==> config.mk <==
export PLATFORM = sky130hd
export DESIGN_NAME = mix_columns_fwd
export DESIGN_NICKNAME = d
export VERILOG_FILES = /design/src/rtl/aes_pkg.sv /design/src/rtl/mix_col32.sv /design/src/rtl/mix_columns_fwd.sv
export SDC_FILE = /design/constraint.sdc
export NUM_CORES = 1
export LEC_CHECK = 0
export CORE_MARGIN = 2
export CORE_UTILIZATION = 53
export CTS_BUF_LIST = sky130_fd_sc_hd__clkbuf_8
export CTS_CLUSTER_SIZE = 25
export DETAILED_ROUTE_END_ITERATION = 12
export GPL_ROUTABILITY_DRIVEN = 0
export PLACE_DENSITY = 0.95
export SLEW_MARGIN = 20
export SYNTH_ARGS = -nofsm -noshare
export SYNTH_HDL_FRONTEND = slang
export SYNTH_HIERARCHICAL = 1
export SYNTH_SLANG_ARGS = --single-unit
==> constraint.sdc <==
create_clock -name clk -period 6.8 [get_ports clk]
set_input_delay 1.36 -clock clk [delete_from_list [all_inputs] [get_ports clk]]
set_output_delay 1.36 -clock clk [all_outputs]
set_load 0.01 [all_outputs]
==> src/rtl/aes_pkg.sv <==
// Shared AES definitions: field polynomial, MixColumns FSM states and GF(2^8) helpers.
// Reused by the forward/inverse MixColumns engines and the key schedule.
package aes_pkg;

  localparam logic [7:0] AES_POLY = 8'h1B;

  localparam int unsigned NUM_COLS = 4;
  localparam int unsigned COL_W    = 32;
  localparam int unsigned STATE_W  = 128;

  typedef enum logic [1:0] {
    IDLE,
    BUSY,
    DONE
  } mc_state_e;

  // Multiply by x modulo the AES polynomial; a[7] is the byte MSB.
  function automatic logic [7:0] xtime(input logic [7:0] a);
    return {a[6:0], 1'b0} ^ (a[7] ? AES_POLY : 8'h00);
  endfunction

  function automatic logic [7:0] mul3(input logic [7:0] a);
    return xtime(a) ^ a;
  endfunction

endpackage

==> src/rtl/mix_col32.sv <==
// Combinational MixColumns of one 32-bit column; row 0 byte sits in bits [31:24].
module mix_col32
  import aes_pkg::*;
(
  input  logic [31:0] col_i,
  output logic [31:0] col_o
);

  logic [7:0] a0, a1, a2, a3;
  logic [7:0] r0, r1, r2, r3;

  assign a0 = col_i[31:24];
  assign a1 = col_i[23:16];
  assign a2 = col_i[15:8];
  assign a3 = col_i[7:0];

  always_comb begin
    r0 = xtime(a0) ^ mul3(a1) ^ a2 ^ a3;
    r1 = a0 ^ xtime(a1) ^ mul3(a2) ^ a3;
    r2 = a0 ^ a1 ^ xtime(a2) ^ mul3(a3);
    r3 = mul3(a0) ^ a1 ^ a2 ^ xtime(a3);
  end

  assign col_o = {r0, r1, r2, r3};

endmodule

==> src/rtl/mix_columns_fwd.sv <==
// Forward AES MixColumns engine: captures a 128-bit state, mixes one column per cycle,
// and presents the result on a valid/ready output until accepted.
module mix_columns_fwd
  import aes_pkg::*;
(
  input  logic         clk,
  input  logic         rst_n,
  input  logic [0:127] state_i,
  input  logic         in_valid,
  output logic         in_ready,
  output logic [0:127] state_o,
  output logic         out_valid,
  input  logic         out_ready
);

  mc_state_e    state_q, state_d;
  logic [1:0]   col_q, col_d;
  logic [0:127] work_q, work_d;

  logic [31:0]  col_sel;
  logic [31:0]  col_mixed;

  // Single shared column mixer; col_q selects which column it sees.
  always_comb begin
    col_sel = 32'h0;
    unique case (col_q)
      2'd0: col_sel = work_q[0:31];
      2'd1: col_sel = work_q[32:63];
      2'd2: col_sel = work_q[64:95];
      2'd3: col_sel = work_q[96:127];
      default: col_sel = 32'h0;
    endcase
  end

  mix_col32 u_mix_col32 (
    .col_i (col_sel),
    .col_o (col_mixed)
  );

  always_comb begin
    state_d = state_q;
    col_d   = col_q;
    work_d  = work_q;

    unique case (state_q)
      IDLE: begin
        if (in_valid) begin
          work_d  = state_i;
          col_d   = 2'd0;
          state_d = BUSY;
        end
      end

      BUSY: begin
        unique case (col_q)
          2'd0: work_d[0:31]   = col_mixed;
          2'd1: work_d[32:63]  = col_mixed;
          2'd2: work_d[64:95]  = col_mixed;
          2'd3: work_d[96:127] = col_mixed;
          default: work_d = work_q;
        endcase
        // Natural 2-bit wrap leaves col at 0 when entering DONE.
        col_d = col_q + 2'd1;
        if (col_q == 2'd3) begin
          state_d = DONE;
        end
      end

      DONE: begin
        if (out_ready) begin
          state_d = IDLE;
        end
      end

      default: state_d = IDLE;
    endcase
  end

  always_ff @(posedge clk or negedge rst_n) begin
    if (!rst_n) begin
      state_q <= IDLE;
      col_q   <= 2'd0;
      work_q  <= '0;
    end else begin
      state_q <= state_d;
      col_q   <= col_d;
      work_q  <= work_d;
    end
  end

  assign in_ready  = (state_q == IDLE);
  assign out_valid = (state_q == DONE);
  assign state_o   = work_q;

  // Held output must not change while the consumer stalls.
  a_hold_under_backpressure : assert property (
    @(posedge clk) disable iff (!rst_n)
    (out_valid && !out_ready) |=> (out_valid && $stable(state_o))
  );

  a_one_hot_handshake : assert property (
    @(posedge clk) disable iff (!rst_n)
    !(in_ready && out_valid)
  );

endmodule

Word level (Yosys, flattened, before mapping)
Index checks and enable logic that the tools add are counted.

word-level totals
  register bits after elaboration = 132
  input port bits = 132
  output and inout bits = 130
  word-level logic and storage cells = 64

operators by class
  add/subtract/negate cells = 1
  equal/unequal tests = 11
  mux-type cells = 17
  bitwise logic cells = 20
  reductions and logical operators = 9

operator list
  kind                   count
  $pmux W128 S2          1
  $xor A8 B8 Y8          18
  $mux W128              1
  $mux W32               4
  $pmux W32 S4           1
  $mux W5                4
  $xor A8 B5 Y8          2
  $reduce_and A3 Y1      5
  $mux W2                4
  $ne A2 B1 Y1 const B   4
  $eq A2 B2 Y1 const B   3
  $pmux W2 S3            1
  $eq A2 B1 Y1 const B   2
  $logic_not A2 Y1       2
  $ne A2 B2 Y1 const B   2
  $pmux W2 S2            1
  $add A2 B1 Y2 const B  1
  $reduce_and A2 Y1      1
  $reduce_bool A2 Y1     1

Longest topological paths before layout
Gate-level depths: netlist of the first run.

  word-level depth = 10
  mapped depth = 12

Modules after synthesis
Netlist of the first run, hierarchy kept.

modules (own cells, without submodules)
  module           times used  cells an instance  area an instance (um^2)
  mix_columns_fwd  1           693                7220.7
  mix_col32        1           81                 1337.5

Worst setup path before layout of the first run
Ideal clock, no wire load.

  kind = reg2reg
  from = register col_q[0]
  to = register work_q, in the netlist state_o[110]
  arrival = 2.840 ns
  slack = 3.834 ns
  cell stages (with the launch flop) = 11
  buffers on the path = 2
  clock period less this slack = 2.966 ns
  cells stage by stage = dfrtp_1 inv_1 ha_1 buf_2 clkbuf_1 mux2i_1 xor3_2 xnor3_1 and3b_1 a21oi_1 mux2i_1

on the way
  elaborated cells on any way between the ends = 17
  those cells by class = eq/ne: 4; mux: 5; bitwise: 6; reduce/logical: 2

RTL lines
  what                                        line                   text
  start: declaration                          mix_columns_fwd.sv:17  logic [1:0] col_q, col_d;
  start signal: assignment                    mix_columns_fwd.sv:86  col_q <= col_d;
  $eq A2 B2 Y1, or another cell as far along  mix_columns_fwd.sv:26  unique case (col_q)
  $pmux W32 S4 (*)                            mix_columns_fwd.sv:26
  via col_sel[8]                              mix_columns_fwd.sv:20  logic [31:0] col_sel;
  $xor A8 B8 Y8 (*)                           aes_pkg.sv:19          return {a[6:0], 1'b0} ^ (a[7] ? AES_POLY : 8'h00);
  $xor A8 B8 Y8 (*)                           aes_pkg.sv:23          return xtime(a) ^ a;
  $xor A8 B8 Y8 (*) (2 in a row)              mix_col32.sv:19        r1 = a0 ^ xtime(a1) ^ mul3(a2) ^ a3;
  via col_mixed[17]                           mix_columns_fwd.sv:21  logic [31:0] col_mixed;
  $mux W32 (*)                                mix_columns_fwd.sv:55  unique case (col_q)
  $pmux W128 S2 (*)                           mix_columns_fwd.sv:45  unique case (state_q)
  end signal: assignment                      mix_columns_fwd.sv:87  work_q <= work_d;
  end: declaration                            mix_columns_fwd.sv:18  logic [0:127] work_q, work_d;

Mark *: on every way through the listed nets, which the timed path passes. The rest lies on a longest branch. The select of a mux whose other input is x is not followed.
A chain may end at the register's enable or synchronous reset.

Final worst setup path of the first run
  from = register col_q[0]
  to = register work_q, in the netlist state_o[4]

on the way
  elaborated cells on any way between the ends = 17
  those cells by class = eq/ne: 4; mux: 5; bitwise: 6; reduce/logical: 2

RTL lines
  what                                        line                   text
  $eq A2 B2 Y1, or another cell as far along  mix_columns_fwd.sv:26
  $pmux W32 S4 (*)                            mix_columns_fwd.sv:26
  via col_sel[31]                             mix_columns_fwd.sv:20
  $mux W5 (*)                                 aes_pkg.sv:19
  $xor A8 B5 Y8 (*)                           aes_pkg.sv:19
  $xor A8 B8 Y8 (*) (3 in a row)              mix_col32.sv:18        r0 = xtime(a0) ^ mul3(a1) ^ a2 ^ a3;
  via col_mixed[27]                           mix_columns_fwd.sv:21
  $mux W32 (*)                                mix_columns_fwd.sv:55
  $pmux W128 S2 (*)                           mix_columns_fwd.sv:45

Marked as above.

==> parameters.txt, run 1 <==
Parameter                              Value

Synth
  Cells after synthesis ... approximately 770
  Sequential element share of the synthesized area ... 38.6%
  Post-synthesis share of cell area spent on and, or, nand and nor gates ... 3.90%
  Multiplexer share of the synthesized area ... roughly a fifth
  Synthesized flop and latch total ... roughly 130
  Dominant cells by area after synthesis ... sky130_fd_sc_hd__dfrtp_1 39%, sky130_fd_sc_hd__mux2i_1 19%, sky130_fd_sc_hd__xnor3_1 8.2%, sky130_fd_sc_hd__a21oi_1 7.5%, sky130_fd_sc_hd__inv_1 5.8%
  Xor/xnor share of the synthesized area ... between 15 and 20%
  Library cells used by synthesis ... 29
  Post-Syn Area ... roughly 0.0086 sq mm
  Average cell area after synthesis ... 11.1 sq um
  Synthesized-area fraction occupied by adder cells ... 0.585%
  Compound-Gate Fraction of Synth Area ... between 10% and 20%
  Largest family of logic cells by synthesized area ... multiplexers
  Syn nets ... 910
  Cell taking the most area after synthesis ... sky130_fd_sc_hd__dfrtp_1
  Fraction of post-synthesis cell area in the top cell type by area ... about 39%
  Total number of yosys warnings ... 6

CTS
  Total number of H-tree levels ... 4
  Clock Path Buffers ... 2
  Number of hold-repair buffers added at the cts stage ... 0
  Clock-pin slew reported for the worst setup and hold paths after clock tree synthesis ... around 0.080 ns
  Number of buffers added for setup after CTS ... 0
  Count of instances resized after the clock tree is built ... 0
  Cell chosen for the clock root ... sky130_fd_sc_hd__clkbuf_8
  Total CTS buffers ... 17
  Worst-skew pair later-pin latency ... 0.46 ns
  CTS tree ... done
  Num Clock Sinks ... about 130

Final layout
  Post-Layout Inst Area ... 0.0116 sq mm
  Layout cells sized above 1 ... roughly 5.7%
  Area overhead of the layout relative to synthesis ... 35.3%
  Layout net count ... around 1100
  Diode count ... 0

Global routing
  Total congestion overflow after global routing ... 0
  Overall global routing resource usage ... between 30% and 40%
  Wire length of the first global-routing pass ... about 41 mm
  Antenna violations before repair ... 0
  Pin count of the biggest net entering global routing ... between 60 and 70
  Via count of the first global-routing pass ... about 7400

STA
  Worst slew margin relative to its limit ... between 20% and 30%
  Final critical-path required period ... 4.17 ns
  Fin crit share ... 61.3%
  Max Slew Vio Count ... 0
  Clock Skew ... 0.0134 ns
  Accumulated negative setup slack ... 0 ns
  Unrepaired setup endpoints after global routing ... no
  Number of hold violations in the final report ... 0
  Worst-Margin Slew ... about 1.1 ns
  Peak clock frequency supported by timing ... around 0.24 GHz
  Final-report setup violation count ... 0

Setup path
  Worst path required time ... 7.11 ns
  Arr. time, crit path ... roughly 4.5 ns
  Cell class contributing the biggest share of worst-path delay ... multiplexers
  Delay of the slowest cell on the worst path ... ~0.89 ns
  Element type at the critical path end ... flop
  Biggest fanout along the worst timing path ... 21
  Start-to-end type of the worst setup path ... reg2reg
  Number of buffers and inverters on the critical path ... 2
  Critical path's slowest cell ... sky130_fd_sc_hd__ha_1
  Worst Setup Start Kind ... flop
  Most frequent cell on the critical path ... sky130_fd_sc_hd__mux2i_1
  Critical path cell sequence ... inv_1, ha_1, buf_4, a222oi_1, mux2i_1, xnor2_4, xnor3_1, and3b_1, a21oi_1, mux2i_1

Routing
  Router iterations before antenna repair ... 6
  Count of vias placed by the detailed router ... 7212
  Average wire per standard cell ... around 22 microns
  Residual antenna-violating net count after detailed routing ... 0
  Detailed router's first-iteration violation count ... around 630
  Total DRC errors in the routed layout ... 0
  Average via count per standard cell ... approximately 5.8
  Total Wirelength ... 27.3 mm

Floorplan
  Chip Height ... 131 microns
  Count of standard-cell rows ... 46
  Overall die width ... around 130 microns
  Initial Utilization ... a little over half
  Core Footprint ... about 0.016 sq mm
  Die Outline Area ... 0.0172 sq mm
  Number of placed I/O pins ... 262

Placement
  Placed wire-length estimate after detailed placement ... ~20 mm
  Dpl cell area ... between 0.01 and 0.015 sq mm
  Port Buffer Count ... 261

Worst hold path
  Min-Delay Path Class ... reg2reg

Status
  Status ... finished clean

Run
  Max Cap Violations ... 0
[stage by stage]
stage | util (%) | hold WS, ns | setup slack (ns) | cells
2_1_floorplan | - | 0.496 | 3.83 | 774
3_3_place_gp | 70.4 | 0.514 | 2.88 | 1206
3_5_place_dp | 70.4 | 0.533 | 2.80 | 1206
4_1_cts | 73.2 | 0.546 | 2.70 | 1238
5_1_grt | 73.2 | 0.557 | 2.52 | 1238
6_report | 73.2 | 0.546 | 2.63 | 1238
[cells in the mapped netlist]
| library cell | count |
|---|---|
| sky130_fd_sc_hd__a21oi_1 | 129 |
| sky130_fd_sc_hd__a21oi_4 | 4 |
| sky130_fd_sc_hd__a222oi_1 | 32 |
| sky130_fd_sc_hd__and3b_1 | 32 |
| sky130_fd_sc_hd__buf_12 | 6 |
| sky130_fd_sc_hd__buf_2 | 21 |
| sky130_fd_sc_hd__buf_4 | 2 |
| sky130_fd_sc_hd__buf_6 | 8 |
| sky130_fd_sc_hd__clkbuf_1 | 20 |
| sky130_fd_sc_hd__clkbuf_2 | 1 |
| sky130_fd_sc_hd__dfrtp_1 | 132 |
| sky130_fd_sc_hd__ha_1 | 4 |
| sky130_fd_sc_hd__inv_1 | 133 |
| sky130_fd_sc_hd__mux2i_1 | 160 |
| sky130_fd_sc_hd__nand2_1 | 5 |
| sky130_fd_sc_hd__nand2_2 | 2 |
| sky130_fd_sc_hd__nand2b_1 | 2 |
| sky130_fd_sc_hd__nor2_1 | 1 |
| sky130_fd_sc_hd__nor2b_1 | 1 |
| sky130_fd_sc_hd__o21ai_0 | 2 |
| sky130_fd_sc_hd__o21bai_1 | 1 |
| sky130_fd_sc_hd__o2bb2ai_1 | 1 |
| sky130_fd_sc_hd__xnor2_1 | 17 |
| sky130_fd_sc_hd__xnor2_4 | 2 |
| sky130_fd_sc_hd__xnor3_1 | 31 |
| sky130_fd_sc_hd__xnor3_2 | 1 |
| sky130_fd_sc_hd__xor2_1 | 13 |
| sky130_fd_sc_hd__xor3_1 | 10 |
| sky130_fd_sc_hd__xor3_2 | 1 |
[final timing paths]
| check | startpoint | to | slack (ns) | depth (start not counted) |
|---|---|---|---|---|
| setup / recovery | col_q[0] | state_o[4] | 2.63 | 10 |
| hold / removal | state_o[98] | state_o[98] | 0.55 | 2 |
| setup reg to reg | col_q[0] | state_o[4] | 2.63 | 10 |
| hold reg to reg | state_o[98] | state_o[98] | 0.55 | 2 |
| max in group asynchronous | rst_n | state_o[17] | 4.63 | 2 |
| min in group asynchronous | rst_n | state_o[98] | 0.88 | 1 |
[registers in the layout, summed over array words and instances, names as in the netlist]
signal and cells:
state_q 2, state_o 128, col_q 2
[cell families (layout without fill, tap and decap cells)]
logic type	count (synthesis)	count (layout)
XOR/XNOR	75	75
AND/OR/NAND/NOR	43	43
buffers and inverters	191	439
adder cells (fa/ha/maj)	4	4
multiplexers	160	160
flip-flops	132	132
AO/OA/AOI/OAI	169	169
[cell usage in the layout (no fill, tap or decap), drive strengths merged]
cell / netlist / layout
nor2b: 1 / 1
clkbuf: 21 / 19
mux2i: 160 / 160
clkinv: 0 / 4
a21oi: 133 / 133
inv: 133 / 133
clkdlybuf4s50: 0 / 260
nand2b: 2 / 2
xnor2: 19 / 19
bufinv: 0 / 4
dfrtp: 132 / 132
clkinvlp: 0 / 5
and3b: 32 / 32
a222oi: 32 / 32
xor2: 13 / 13
ha: 4 / 4
o21bai: 1 / 1
xnor3: 32 / 32
nand2: 7 / 7
o21ai: 2 / 2
o2bb2ai: 1 / 1
xor3: 11 / 11
buf: 37 / 14
nor2: 1 / 1
[layout make-up]
| class | count | area [sq um] |
|---|---|---|
| Tap cell | 216 | 270 |
| Multi-Input combinational cell | 451 | 4360 |
| Inverter | 133 | 499 |
| Clock inverter | 13 | 181 |
| Sequential cell | 132 | 3300 |
| Clock buffer | 19 | 262 |
| Fill cell | 1074 | 4250 |
| Timing Repair Buffer | 274 | 2710 |
[metal layers]
metal | routed length, microns | part of all wire, % | global-route usage [%]
met1 | 10600 | 39 | 41.2
met2 | 13500 | 49 | 54.4
met3 | 2550 | 9.3 | 7.22
met4 | 686 | 2.5 | 11.3
met5 | 0 | 0 | 0
[worst reg2reg max path: stages (launching register included)]
cell and delay, ns:
sky130_fd_sc_hd__dfrtp_1 0.44, sky130_fd_sc_hd__inv_1 0.12, sky130_fd_sc_hd__ha_1 0.89, sky130_fd_sc_hd__buf_4 0.36
sky130_fd_sc_hd__a222oi_1 0.09, sky130_fd_sc_hd__mux2i_1 0.84, sky130_fd_sc_hd__xnor2_4 0.23, sky130_fd_sc_hd__xnor3_1 0.46
sky130_fd_sc_hd__and3b_1 0.26, sky130_fd_sc_hd__a21oi_1 0.21, sky130_fd_sc_hd__mux2i_1 0.15
Power of run 1 is left out: the tool's default activity adds up to more than one toggle a clock period on the data nets, which glitch-free logic cannot reach.
==> run 2, diff against run 1 <==
Settings changed: CORE_UTILIZATION 53 to 44, PLACE_DENSITY 0.95 to 0.85.
Clock period 6.8 ns to 3.35 ns, I/O delays scaled along.
==> run 2 against run 1 <==
Compared with the run above:
- clock skew is 0.0017 ns higher
- design area is 2.0% higher
- register-to-register slack got worse by 2.5 ns
- core utilization fell by 12 points
- via count is 2.0% lower
- die area up 20%
- final cell count is 5.0% higher
- maximum frequency is 31% higher
- global-route usage fell by 5.4 points
- sequential share of layout area fell by 0.56 points
- clock-buffer cell count rose by 1
==> parameters.txt, run 2 (synthesis gave the netlist of run 1 again) <==
Parameter                              Value

Worst hold path
  Min-Delay Path Class ... in2async

Final layout
  Top library cells by usage in the layout, fill and taps aside ... 260 x sky130_fd_sc_hd__clkdlybuf4s50_1, 159 x sky130_fd_sc_hd__mux2i_1, 133 x sky130_fd_sc_hd__inv_1
  Number of flip-flops in the largest register ... 128 (unchanged)
  Diode count ... 0 (unchanged)
  Layout cells sized above 1 ... 7.25% (+1.6 points)
  Most frequent standard cell in the layout excluding fill and tap cells ... sky130_fd_sc_hd__clkdlybuf4s50_1
  Layout net count ... 1158 (+1.1%)
  Area overhead of the layout relative to synthesis ... 38.0%
  Final design utilization ... 61.3% (-12 points)

Global routing
  Wire length of the first global-routing pass ... 41.9 mm (+1.1%)
  Antenna violations before repair ... 0 (unchanged)
  Pin count of the biggest net entering global routing ... 76 (+10%)
  Via count of the first global-routing pass ... 7482 (+0.84%)
  Total congestion overflow after global routing ... 0 (unchanged)
  Overall global routing resource usage ... 26.9% (-5.4 points)

Setup path
  Worst reg2reg endpoint ... state_o[62]
  Depth of the worst register-to-register path ... 10 (unchanged)
  Worst path required time ... 3.67 ns (-3.44 ns)
  Worst reg-to-reg setup slack ... 0.17 ns (-2.46 ns)
  Termination of the worst setup path ... state_o[62]
  Critical path startpoint ... col_q[0]
  Startpoint of the worst-slack reg-to-reg timing path ... col_q[0]
  Start-to-end type of the worst setup path ... reg2reg
  Arr. time, crit path ... 3.50 ns (-0.98 ns)
  Biggest fanout along the worst timing path ... 21 (unchanged)
  Element type at the critical path end ... flop
  Worst Setup Start Kind ... flop

Floorplan
  Chip Height ... 143 microns (+9.5%)
  Overall die width ... 143 microns (+9.5%)
  Number of placed I/O pins ... 262 (unchanged)
  Die Outline Area ... 0.0206 sq mm (+20%)
  Initial Utilization ... 44.4% (-9.7 points)
  Count of standard-cell rows ... 51 (+11%)
  Core Footprint ... 0.0193 sq mm (+22%)

Placement
  Port Buffer Count ... 261 (unchanged)
  Placement Setup Slack ... 0.283 ns (-2.51 ns)
  Placed wire-length estimate after detailed placement ... 20.0 mm (+2.0%)

CTS
  Total CTS buffers ... 17 (unchanged)
  Count of instances resized after the clock tree is built ... 0 (unchanged)
  Total number of H-tree levels ... 4 (unchanged)
  Cell chosen for the clock root ... sky130_fd_sc_hd__clkbuf_8
  CTS tree ... done
  Num Clock Sinks ... 132 (unchanged)
  Worst-skew pair later-pin latency ... 0.46 ns (about the same)
  Clock Path Buffers ... 2 (unchanged)
  Clock-pin slew reported for the worst setup and hold paths after clock tree synthesis ... 0.08 ns (about the same)
  Number of buffers added for setup after CTS ... 0 (unchanged)
  Number of hold-repair buffers added at the cts stage ... 0 (unchanged)

STA
  Worst-Margin Slew ... 0.866 ns (-0.246 ns)
  Peak clock frequency supported by timing ... 0.314 GHz (+31%)
  Worst hold slack ... 0.226 ns (-0.320 ns)
  Fin crit share ... 95.0% (+34 points)
  Final critical-path required period ... 3.18 ns (-0.990 ns)
  Final-report setup violation count ... 0 (unchanged)
  Number of hold violations in the final report ... 0 (unchanged)
  Post-layout worst setup margin ... 0.169 ns (-2.46 ns)
  Max Slew Vio Count ... 0 (unchanged)
  Worst slew margin relative to its limit ... 40.6% (+17 points)
  Accumulated negative setup slack ... 0 ns (unchanged)
  Unrepaired setup endpoints after global routing ... no
  Clock Skew ... 0.0151 ns (+0.00172 ns)

Routing
  Router iterations before antenna repair ... 6 (unchanged)
  Detailed router's first-iteration violation count ... 573 (-9.6%)
  Count of vias placed by the detailed router ... 7068 (-2.0%)
  Average wire per standard cell ... 21.2 microns (-4.0%)
  Total DRC errors in the routed layout ... 0 (unchanged)
  Total Wirelength ... 27.6 mm (+0.86%)
  Average via count per standard cell ... 5.44 (-6.7%)
  Residual antenna-violating net count after detailed routing ... 0 (unchanged)

Status
  Status ... finished clean

Run
  Max Cap Violations ... 0 (unchanged)
==> run 2: cell count changes in the layout (fill, tap and decap cells not counted), sizes merged <==
cell | before | now
buf | 14 | 27
bufinv | 4 | 3
clkbuf | 19 | 20
clkinv | 4 | 6
clkinvlp | 5 | 3
==> run 2: final cells by class <==
cell class | count | area, sq um
Timing Repair Buffer | 287 | 2880
Multi-Input combinational cell | 451 | 4370
Clock inverter | 12 | 154
Fill cell | 1582 | 7460
Tap cell | 265 | 332
Inverter | 133 | 499
Clock buffer | 20 | 275
Sequential cell | 132 | 3300
==> run 2: per-layer routing <==
metal  vias up  track usage [%]  part of all wire, %
met5         -                0                    0
met4         0             8.05                  2.0
met3        43             7.20                  8.9
met2       362             44.5                   48
met1      3493             34.6                   41
li1       3170                -                    -
==> run 2: through the flow <==
stage	area [sq um]	cells
6_report	11800	1300
5_1_grt	11800	1300
4_1_cts	11800	1300
3_5_place_dp	11400	1268
3_3_place_gp	11400	1268
2_1_floorplan	8560	774
==> run 2: critical path: stages (launching register included) <==
cell                       delay, ns
sky130_fd_sc_hd__dfrtp_1        0.44
sky130_fd_sc_hd__inv_1          0.11
sky130_fd_sc_hd__ha_2           0.23
sky130_fd_sc_hd__buf_12         0.18
sky130_fd_sc_hd__a222oi_1       0.30
sky130_fd_sc_hd__mux2i_1        0.32
sky130_fd_sc_hd__xnor2_1        0.48
sky130_fd_sc_hd__xnor3_1        0.48
sky130_fd_sc_hd__and3b_1        0.23
sky130_fd_sc_hd__a21oi_1        0.17
sky130_fd_sc_hd__mux2i_1        0.10
==> run 2: how the worst min path moves through the flow <==
stage / from / endpoint / slack, ns
floorplan: rst_n / col_q[0] / 0.37
global placement: state_o[19] / state_o[19] / 0.52
detailed placement: state_o[14] / state_o[14] / 0.53
CTS: rst_n / state_o[65] / 0.25
global route: rst_n / state_o[1] / 0.27
finish: rst_n / state_o[98] / 0.23
Power of run 2 is left out for the same reason.
